[config.mk]
export PLATFORM = sky130hd
export DESIGN_NAME = mem_arbiter
export DESIGN_NICKNAME = d
export VERILOG_FILES = /design/src/rtl/mem_arb_pkg.sv /design/src/rtl/rr_arb2.sv /design/src/rtl/mem_arbiter.sv
export SDC_FILE = /design/constraint.sdc
export NUM_CORES = 1
export LEC_CHECK = 0
export CAP_MARGIN = 20
export CORE_AREA = 8 8 283 285
export CTS_CLUSTER_SIZE = 12
export DETAILED_ROUTE_END_ITERATION = 12
export DIE_AREA = 0 0 291 293
export GPL_TIMING_DRIVEN = 0
export PLACE_DENSITY = 0.47
export SYNTH_ARGS = -nofsm -noshare
export SYNTH_HDL_FRONTEND = slang
export SYNTH_SLANG_ARGS = --single-unit
[constraint.sdc]
create_clock -name clk -period 22.5 [get_ports clk]
set_clock_uncertainty 0.2 [all_clocks]
set_input_delay 5.625 -clock clk [delete_from_list [all_inputs] [get_ports clk]]
set_output_delay 5.625 -clock clk [all_outputs]
set_load 0.005 [all_outputs]
[src/rtl/mem_arb_pkg.sv]
// Shared types and defaults for the icache/dcache main-memory arbiter.
// Purely declarative: no logic, no latency, no flow control.
package mem_arb_pkg;

    typedef enum logic [1:0] {
        IDLE = 2'd0,
        BUSY = 2'd1,
        DONE = 2'd2
    } state_t;

    typedef enum logic {
        GNT_IC = 1'b0,
        GNT_DC = 1'b1
    } grant_t;

    localparam int LINE_W_DEF    = 128;
    localparam int ADDR_W_DEF    = 32;
    localparam int LINE_OFF_BITS = 4;

endpackage

[src/rtl/rr_arb2.sv]
// Two-way round-robin picker: combinational grant, last winner registered on advance_i.
// Zero latency; a tie always goes to the requester that did not win last time.
module rr_arb2
    import mem_arb_pkg::*;
(
    input  logic       clk,
    input  logic       reset,
    input  logic [1:0] req_i,
    input  logic       advance_i,
    output grant_t     grant_o
);

    grant_t last_q, last_d;

    always_comb begin
        grant_o = GNT_IC;
        case (req_i)
            2'b10:   grant_o = GNT_DC;
            2'b11:   grant_o = (last_q == GNT_IC) ? GNT_DC : GNT_IC;
            default: grant_o = GNT_IC;
        endcase
    end

    always_comb begin
        last_d = last_q;
        if (advance_i) begin
            last_d = grant_o;
        end
    end

    always_ff @(posedge clk or posedge reset) begin
        if (reset) begin
            last_q <= GNT_DC;
        end else begin
            last_q <= last_d;
        end
    end

endmodule

[src/rtl/mem_arbiter.sv]
// Shares the main-memory line port between icache refill and dcache refill/write-back.
// Request-to-ready is LATENCY+1 cycles; requesters hold req until their ready pulse.
module mem_arbiter
    import mem_arb_pkg::*;
#(
    parameter int LATENCY = 10,
    parameter int ADDR_W  = ADDR_W_DEF,
    parameter int LINE_W  = LINE_W_DEF
) (
    input  logic              clk,
    input  logic              reset,
    input  logic              ic_req,
    input  logic [ADDR_W-1:0] ic_addr,
    output logic              ic_ready,
    output logic [LINE_W-1:0] ic_rdata,
    input  logic              dc_req,
    input  logic              dc_we,
    input  logic [ADDR_W-1:0] dc_addr,
    input  logic [LINE_W-1:0] dc_wdata,
    output logic              dc_ready,
    output logic [LINE_W-1:0] dc_rdata,
    output logic              mem_req,
    output logic              mem_we,
    output logic [ADDR_W-1:0] mem_addr,
    output logic [LINE_W-1:0] mem_wdata,
    input  logic [LINE_W-1:0] mem_rdata
);

    localparam int                CNT_W     = $clog2(LATENCY + 1);
    localparam logic [CNT_W-1:0]  CNT_INIT  = CNT_W'(LATENCY - 1);
    localparam logic [ADDR_W-1:0] LINE_MASK = ~ADDR_W'((1 << LINE_OFF_BITS) - 1);

    state_t            state_q, state_d;
    grant_t            gnt_q, gnt_d, pick;
    logic [CNT_W-1:0]  count_q, count_d;
    logic              is_write_q, is_write_d;
    logic              mem_req_q, mem_req_d;
    logic              mem_we_q, mem_we_d;
    logic [ADDR_W-1:0] addr_q, addr_d;
    logic [LINE_W-1:0] wdata_q, wdata_d;
    logic              ic_ready_q, ic_ready_d;
    logic              dc_ready_q, dc_ready_d;
    logic [LINE_W-1:0] ic_rdata_q, ic_rdata_d;
    logic [LINE_W-1:0] dc_rdata_q, dc_rdata_d;
    logic              advance;

    rr_arb2 u_rr (
        .clk       (clk),
        .reset     (reset),
        .req_i     ({dc_req, ic_req}),
        .advance_i (advance),
        .grant_o   (pick)
    );

    always_comb begin
        state_d    = state_q;
        gnt_d      = gnt_q;
        count_d    = count_q;
        is_write_d = is_write_q;
        mem_req_d  = mem_req_q;
        mem_we_d   = 1'b0;
        addr_d     = addr_q;
        wdata_d    = wdata_q;
        ic_ready_d = 1'b0;
        dc_ready_d = 1'b0;
        ic_rdata_d = ic_rdata_q;
        dc_rdata_d = dc_rdata_q;
        advance    = 1'b0;

        case (state_q)
            IDLE: begin
                if (ic_req || dc_req) begin
                    advance = 1'b1;
                    gnt_d   = pick;
                    if (pick == GNT_DC) begin
                        addr_d     = dc_addr & LINE_MASK;
                        wdata_d    = dc_wdata;
                        is_write_d = dc_we;
                    end else begin
                        addr_d     = ic_addr & LINE_MASK;
                        wdata_d    = '0;
                        is_write_d = 1'b0;
                    end
                    count_d   = CNT_INIT;
                    mem_req_d = 1'b1;
                    // With a one-cycle access the strobe lands in the very first busy cycle.
                    mem_we_d  = is_write_d && (LATENCY == 1);
                    state_d   = BUSY;
                end
            end
            BUSY: begin
                if (count_q == '0) begin
                    mem_req_d = 1'b0;
                    state_d   = DONE;
                    if (gnt_q == GNT_IC) begin
                        ic_ready_d = 1'b1;
                        ic_rdata_d = mem_rdata;
                    end else begin
                        dc_ready_d = 1'b1;
                        if (!is_write_q) begin
                            dc_rdata_d = mem_rdata;
                        end
                    end
                end else begin
                    count_d  = count_q - CNT_W'(1);
                    mem_we_d = is_write_q && (count_q == CNT_W'(1));
                end
            end
            DONE: begin
                state_d = IDLE;
            end
            default: begin
                state_d = IDLE;
            end
        endcase
    end

    always_ff @(posedge clk or posedge reset) begin
        if (reset) begin
            state_q    <= IDLE;
            gnt_q      <= GNT_DC;
            count_q    <= '0;
            is_write_q <= 1'b0;
            mem_req_q  <= 1'b0;
            mem_we_q   <= 1'b0;
            addr_q     <= '0;
            wdata_q    <= '0;
            ic_ready_q <= 1'b0;
            dc_ready_q <= 1'b0;
            ic_rdata_q <= '0;
            dc_rdata_q <= '0;
        end else begin
            state_q    <= state_d;
            gnt_q      <= gnt_d;
            count_q    <= count_d;
            is_write_q <= is_write_d;
            mem_req_q  <= mem_req_d;
            mem_we_q   <= mem_we_d;
            addr_q     <= addr_d;
            wdata_q    <= wdata_d;
            ic_ready_q <= ic_ready_d;
            dc_ready_q <= dc_ready_d;
            ic_rdata_q <= ic_rdata_d;
            dc_rdata_q <= dc_rdata_d;
        end
    end

    assign ic_ready  = ic_ready_q;
    assign dc_ready  = dc_ready_q;
    assign ic_rdata  = ic_rdata_q;
    assign dc_rdata  = dc_rdata_q;
    assign mem_req   = mem_req_q;
    assign mem_we    = mem_we_q;
    assign mem_addr  = addr_q;
    assign mem_wdata = wdata_q;

endmodule

==> flow_summary.ini, run 1 <==
[synthesis]
yosys.area_share.simple = 0.00834
syn_area_per_cell_sq_um = 16.5
synth_compound_area_frac = 0.0742
synth_top_family_by_area = multiplexers
synth_edf_count = 0
yosys_warnings = 0
async_flop_share = 1.00
synth_seq_cells = 424
synth_xor_area_frac = 0
synthFlopType = dfrtp_1
synth_cells = 975
synth.distinct_cells = 33
synth.cell_area_sq_mm = 0.0160
synthMuxAreaShare = 0.220
synthAdderAreaFrac = 0.00234
yosysSeqAreaShare = 0.661

[clock_tree]
cts_num_sinks = 424
cts_tree = done
post-cts-setup-buffers = 0
clk_latency_ns = 0.58
cts_buffers = 50
cts_buffer_depth = 3
htreeDepth = 2
clk_pin_slew_ns = 0.06
cts_resized = 0
cts_hold_buf = 0
cts_root_buf = clkbuf_16

[sta]
slew_headroom = 0.485
timing.final.ws_setup_ns = 15.10
setup_viol = 0
grt_setup_unrepaired = false
tns_ns = 0
max_freq_mhz = 135
hold_viol = 0
worst_slew_pin_slew_ns = 0.773
min_period_ns = 7.40
final-max-slew-violation-count = 0
fin_crit_sh = 0.329

[min_path]
hold_path.class = reg -> reg

[place]
routabilityCongestion = 0.790
portBuffers = 732
place_hpwl_mm = 49.3
dpl.cell_count = 2691
placed_cell_area_sq_mm = 0.0247
dp_slack_ns = 14.52

[flow_run]
maxCapViolations = 0

[drt]
wl_per_cell_um = 22.7
via_per_inst = 4.10
via_count = 11400
postRouteAntennaNets = 0
firstDrtPassIters = 4
drcViolationCount = 0
wirelength_mm = 63.3
drt_iter0_drc = 331

[floorplanning]
num_io_pins = 745
dieWidth_um = 291
die_area_sq_mm = 0.0853
core-area_sq_mm = 0.0754
start_util = 0.213
fp.dieH_um = 293
num_rows = 101

[layout]
drive_above_1_share = 0.252
nets = 2093
syn_to_final_growth_pct = 64.6
postLayoutCellArea_sq_mm = 0.0264
fillers = 7284
layoutNonFillerInstCount = 2786

[setup_path]
path_cells = clkdlybuf4s50_1
cpPeakStageDelay_ns = 0.64
cp.required_ns = 16.67
cp_slowest_cell = clkdlybuf4s50_1
startpoint_type = flop
crit_path_max_fanout = 2
arrival_ns = 1.58
path_class = reg -> out
worstSetupEndpointType = output port
path_buf_inv = 1
critical_path.top_delay_family = buffers and inverters

[power_and_ir_drop]
power.density_mw_per_mm2 = 130
vdd_drop_max_mv = 0.0526
p_leak_nw = 11.2

[grt]
top_usage_layer = met2
use_met3 = 0.0640
track_usage = 0.143
grt_pass1_wl_mm = 91.9
grt.met1_usage = 0.150
gr-total-overflow = 0
grt_antenna_before_repair = 6
use_met2 = 0.259
grt_max_degree = 126
grt_pass1_vias = 12900

[run_status]
status = complete, no violations
==> state kept, by name (all words and copies together) (netlist names) <==
| signal | flops |
|---|---|
| count_q | 4 |
| dc_rdata | 128 |
| dc_ready | 1 |
| ic_rdata | 128 |
| ic_ready | 1 |
| is_write_q | 1 |
| mem_addr | 28 |
| mem_req | 1 |
| mem_wdata | 128 |
| mem_we | 1 |
| state_q | 2 |
| u_rr.last_q | 1 |
==> layout by cell type (no fill, tap or decap), drive strengths merged, types with 3 or more instances in the layout <==
cell type        n
clkinv           4
bufinv           4
nor2             5
ha               3
clkdlybuf4s50  732
clkbuf          87
inv              7
a22o           129
nor3             3
buf             62
diode            5
dfrtp          423
conb             4
mux2           313
==> power breakdown <==
| group | switching [mW] | internal, mW | leakage (nW) | total [mW] |
|---|---|---|---|---|
| Sequential | 0.173 | 1.09 | 5.30 | 1.26 |
| Clock | 0.324 | 0.510 | 0.829 | 0.834 |
| Combinational | 0.475 | 0.876 | 5.11 | 1.35 |
| Total | 0.972 | 2.47 | 11.2 | 3.44 |
==> per-layer routing <==
metal | up-vias | share of wire
met3 | 80 | 0.098
met5 | - | 0.00014
li1 | 5146 | -
met4 | 2 | 0.023
met2 | 491 | 0.52
met1 | 5707 | 0.36
==> synth_stat cells, drive strengths merged, types with 2 or more instances <==
master | count | area share
a21o | 2 | 0.00094
clkbuf | 8 | 0.0019
o21ai | 2 | 0.00062
inv | 6 | 0.0014
mux2 | 313 | 0.22
a22o | 129 | 0.070
nor3 | 3 | 0.00094
nand3 | 2 | 0.00062
nor2 | 5 | 0.0012
buf | 59 | 0.031
or2 | 2 | 0.00078
ha | 3 | 0.0023
dfrtp | 423 | 0.66
==> worst register-to-register path, cell delays in order (launching register included) <==
cell and delay (ns):
dfrtp_1 0.39, inv_1 0.11, ha_1 0.25, and4_1 0.26, buf_4 0.26, buf_4 0.31, mux2_2 0.39
==> cell families (layout without fill, tap and decap cells) <==
logic type	Yosys count	after routing
other	1	9
AOI/OAI and AO/OA	138	138
and+or+nand+nor	23	23
DFF	424	424
adders and majority gates	3	3
buffers and inverters	73	898
muxes	313	313
==> cell type report <==
type                       count  area [sq um]  area share
inverter                       6          30.0     0.00114
multi-input combinational    481          4900       0.186
tap                          978          1220      0.0463
buffer                        67           524      0.0199
antenna                        5          12.5    0.000474
clock inverter                11           164     0.00621
sequential                   424         10600       0.402
timing repair buffer         735          7410       0.281
clock buffer                  79          1530      0.0580
==> metrics by stage <==
step / hold WS (ns) / total power, mW / util
after floorplan: 0.274 / 1.72 / -
after global placement: 0.267 / 2.64 / 0.326
after detailed placement: 0.282 / 2.66 / 0.327
after CTS: 0.296 / 3.53 / 0.350
after global routing: 0.309 / 3.65 / 0.350
final: 0.284 / 3.44 / 0.350
==> path summary, 6_finish.rpt <==
kind                                 from             end  slack, ns  depth (start not counted)
setup / recovery           mem_wdata[124]  mem_wdata[124]      15.10                          1
setup reg to reg               count_q[0]   dc_rdata[110]      20.20                          6
min in group asynchronous           reset   ic_rdata[105]       5.36                          2
hold / removal                    mem_req         mem_req       0.28                          1
max in group asynchronous           reset    mem_wdata[2]      15.19                          4
hold reg to reg                   mem_req         mem_req       0.28                          1
Note: power is estimated with default switching activity, not from simulation.
==> run 2, diff against run 1 <==
Settings changed: CORE_AREA 8 8 283 285 to 8 8 281 283, DIE_AREA 0 0 291 293 to 0 0 289 291, PLACE_DENSITY 0.47 to 0.49.
Clock period 22.5 ns to 6.34 ns, I/O delays scaled along.
==> run 2 against run 1 <==
Sequential power grew to 3.6 times the previous value. Worst hold slack got worse by 0.0068 ns. Clock power grew to 3.4 times the previous value. Non-clock buffer count is 9 higher. Critical path type is now in -> async. Via count increased by 0.81%.
==> flow_summary.ini, run 2 (synthesis results as in run 1) <==
[setup_path]
arrival_ns = 3.91
rr_startpoint = count_q[0]
cp_slowest_cell = clkdlybuf4s50_1
critical_path.top_delay_family = buffers and inverters
critPathLaunch = reset
worstSetupEndpointType = async pin
startpoint_type = input port
crit_path_max_fanout = 40
path_common_cell = buf_12
cpPeakStageDelay_ns = 0.45
path_class = in -> async
path_cells = clkdlybuf4s50_1 > clkinvlp_4 > buf_12 > buf_12 > buf_12 > buf_12 > buf_12 > buf_12
path_buf_inv = 8
cp.required_ns = 6.82

[clock_tree]
cts_tree = done
clk_pin_slew_ns = 0.06
clk_latency_ns = 0.56
cts_root_buf = clkbuf_16
cts_resized = 0
cts_num_sinks = 424
htreeDepth = 2
post-cts-setup-buffers = 0
cts_hold_buf = 0
cts_buffers = 50
cts_buffer_depth = 3

[power_and_ir_drop]
vdd_drop_max_mv = 0.200
power.density_mw_per_mm2 = 456
p_leak_nw = 11.3

[grt]
grt_max_degree = 42
grt_pass1_vias = 13100
use_met3 = 0.0639
use_met2 = 0.248
grt_pass1_wl_mm = 88.7
grt_antenna_before_repair = 9
gr-total-overflow = 0
track_usage = 0.139
grt.met1_usage = 0.146
top_usage_layer = met2

[sta]
max_freq_mhz = 291
grt_setup_unrepaired = false
slew_headroom = 0.539
worst_slew_pin_slew_ns = 0.692
min_period_ns = 3.43
final-max-slew-violation-count = 0
tns_ns = 0
timing.final.ws_setup_ns = 2.91
hold_viol = 0
fin_crit_sh = 0.542
setup_viol = 0

[layout]
nets = 2102
fillers = 7322
layoutNonFillerInstCount = 2796
syn_to_final_growth_pct = 65.1
drive_above_1_share = 0.254
final_common_cell = clkdlybuf4s50_1
final_cell_mix = clkdlybuf4s50_1, dfrtp_1, mux2_2

[floorplanning]
num_io_pins = 745
dieWidth_um = 289
fp.dieH_um = 291
core-area_sq_mm = 0.0748
start_util = 0.215
die_area_sq_mm = 0.0841
num_rows = 101

[place]
portBuffers = 732
dpl.cell_count = 2700
place_hpwl_mm = 48.4
routabilityCongestion = 0.770
dp_slack_ns = 2.25

[drt]
wl_per_cell_um = 21.7
postRouteAntennaNets = 0
drcViolationCount = 0
via_per_inst = 4.12
drt_iter0_drc = 238
firstDrtPassIters = 4
via_count = 11500
wirelength_mm = 60.7

[min_path]
hold_path.class = reg -> reg
holdCritStartpoint = mem_req

[run_status]
status = complete, no violations

[flow_run]
maxCapViolations = 0
[run 2: changes by cell type in the layout (fill, tap and decap cells not counted), sizes merged]
cell      delta
clkinvlp     -1
inv          +1
clkinv       +3
clkbuf       -2
buf          +9
bufinv       -1
diode        +1
[run 2: worst paths after layout]
kind,slack [ns],end,cells after the start
min,0.28,mem_req,1
max in group clk,2.99,ic_rdata[115],1
max,2.91,u_rr.last_q,8
max reg2reg,4.03,dc_rdata[53],6
min in group asynchronous,1.14,dc_rdata[77],2
min reg2reg,0.28,mem_req,1
[run 2: layer usage]
layer,vias up,share of wire
met1,5800,0.36
met5,-,0.00068
li1,5157,-
met4,6,0.022
met3,84,0.11
met2,472,0.51
[run 2: final cells by class]
type,count,area (sq um),share of cell area
diodes,6,15.0,0.000567
plain buffers,67,524,0.0198
clock buffers,77,1470,0.0556
clock inverters,13,155,0.00585
inverters,6,26.3,0.000992
multi-input cells,481,4900,0.185
flip-flops and latches,424,10600,0.400
well taps,978,1220,0.0462
repair buffers,744,7570,0.286
[run 2: power by group]
group	total, mW	switching (mW)	internal (mW)
Combinational	4.74	1.62	3.12
Clock	2.85	1.14	1.72
Sequential	4.48	0.627	3.86
[run 2: per-stage QoR]
step	util	hold WS, ns	total power, mW	cell area, sq um
CTS	0.354	0.283	12.4	26500
floorplan	-	0.274	6.10	16100
finish	0.354	0.278	12.1	26500
detailed placement	0.332	0.270	9.39	24900
global placement	0.329	0.268	9.32	24600
global route	0.354	0.313	12.8	26500
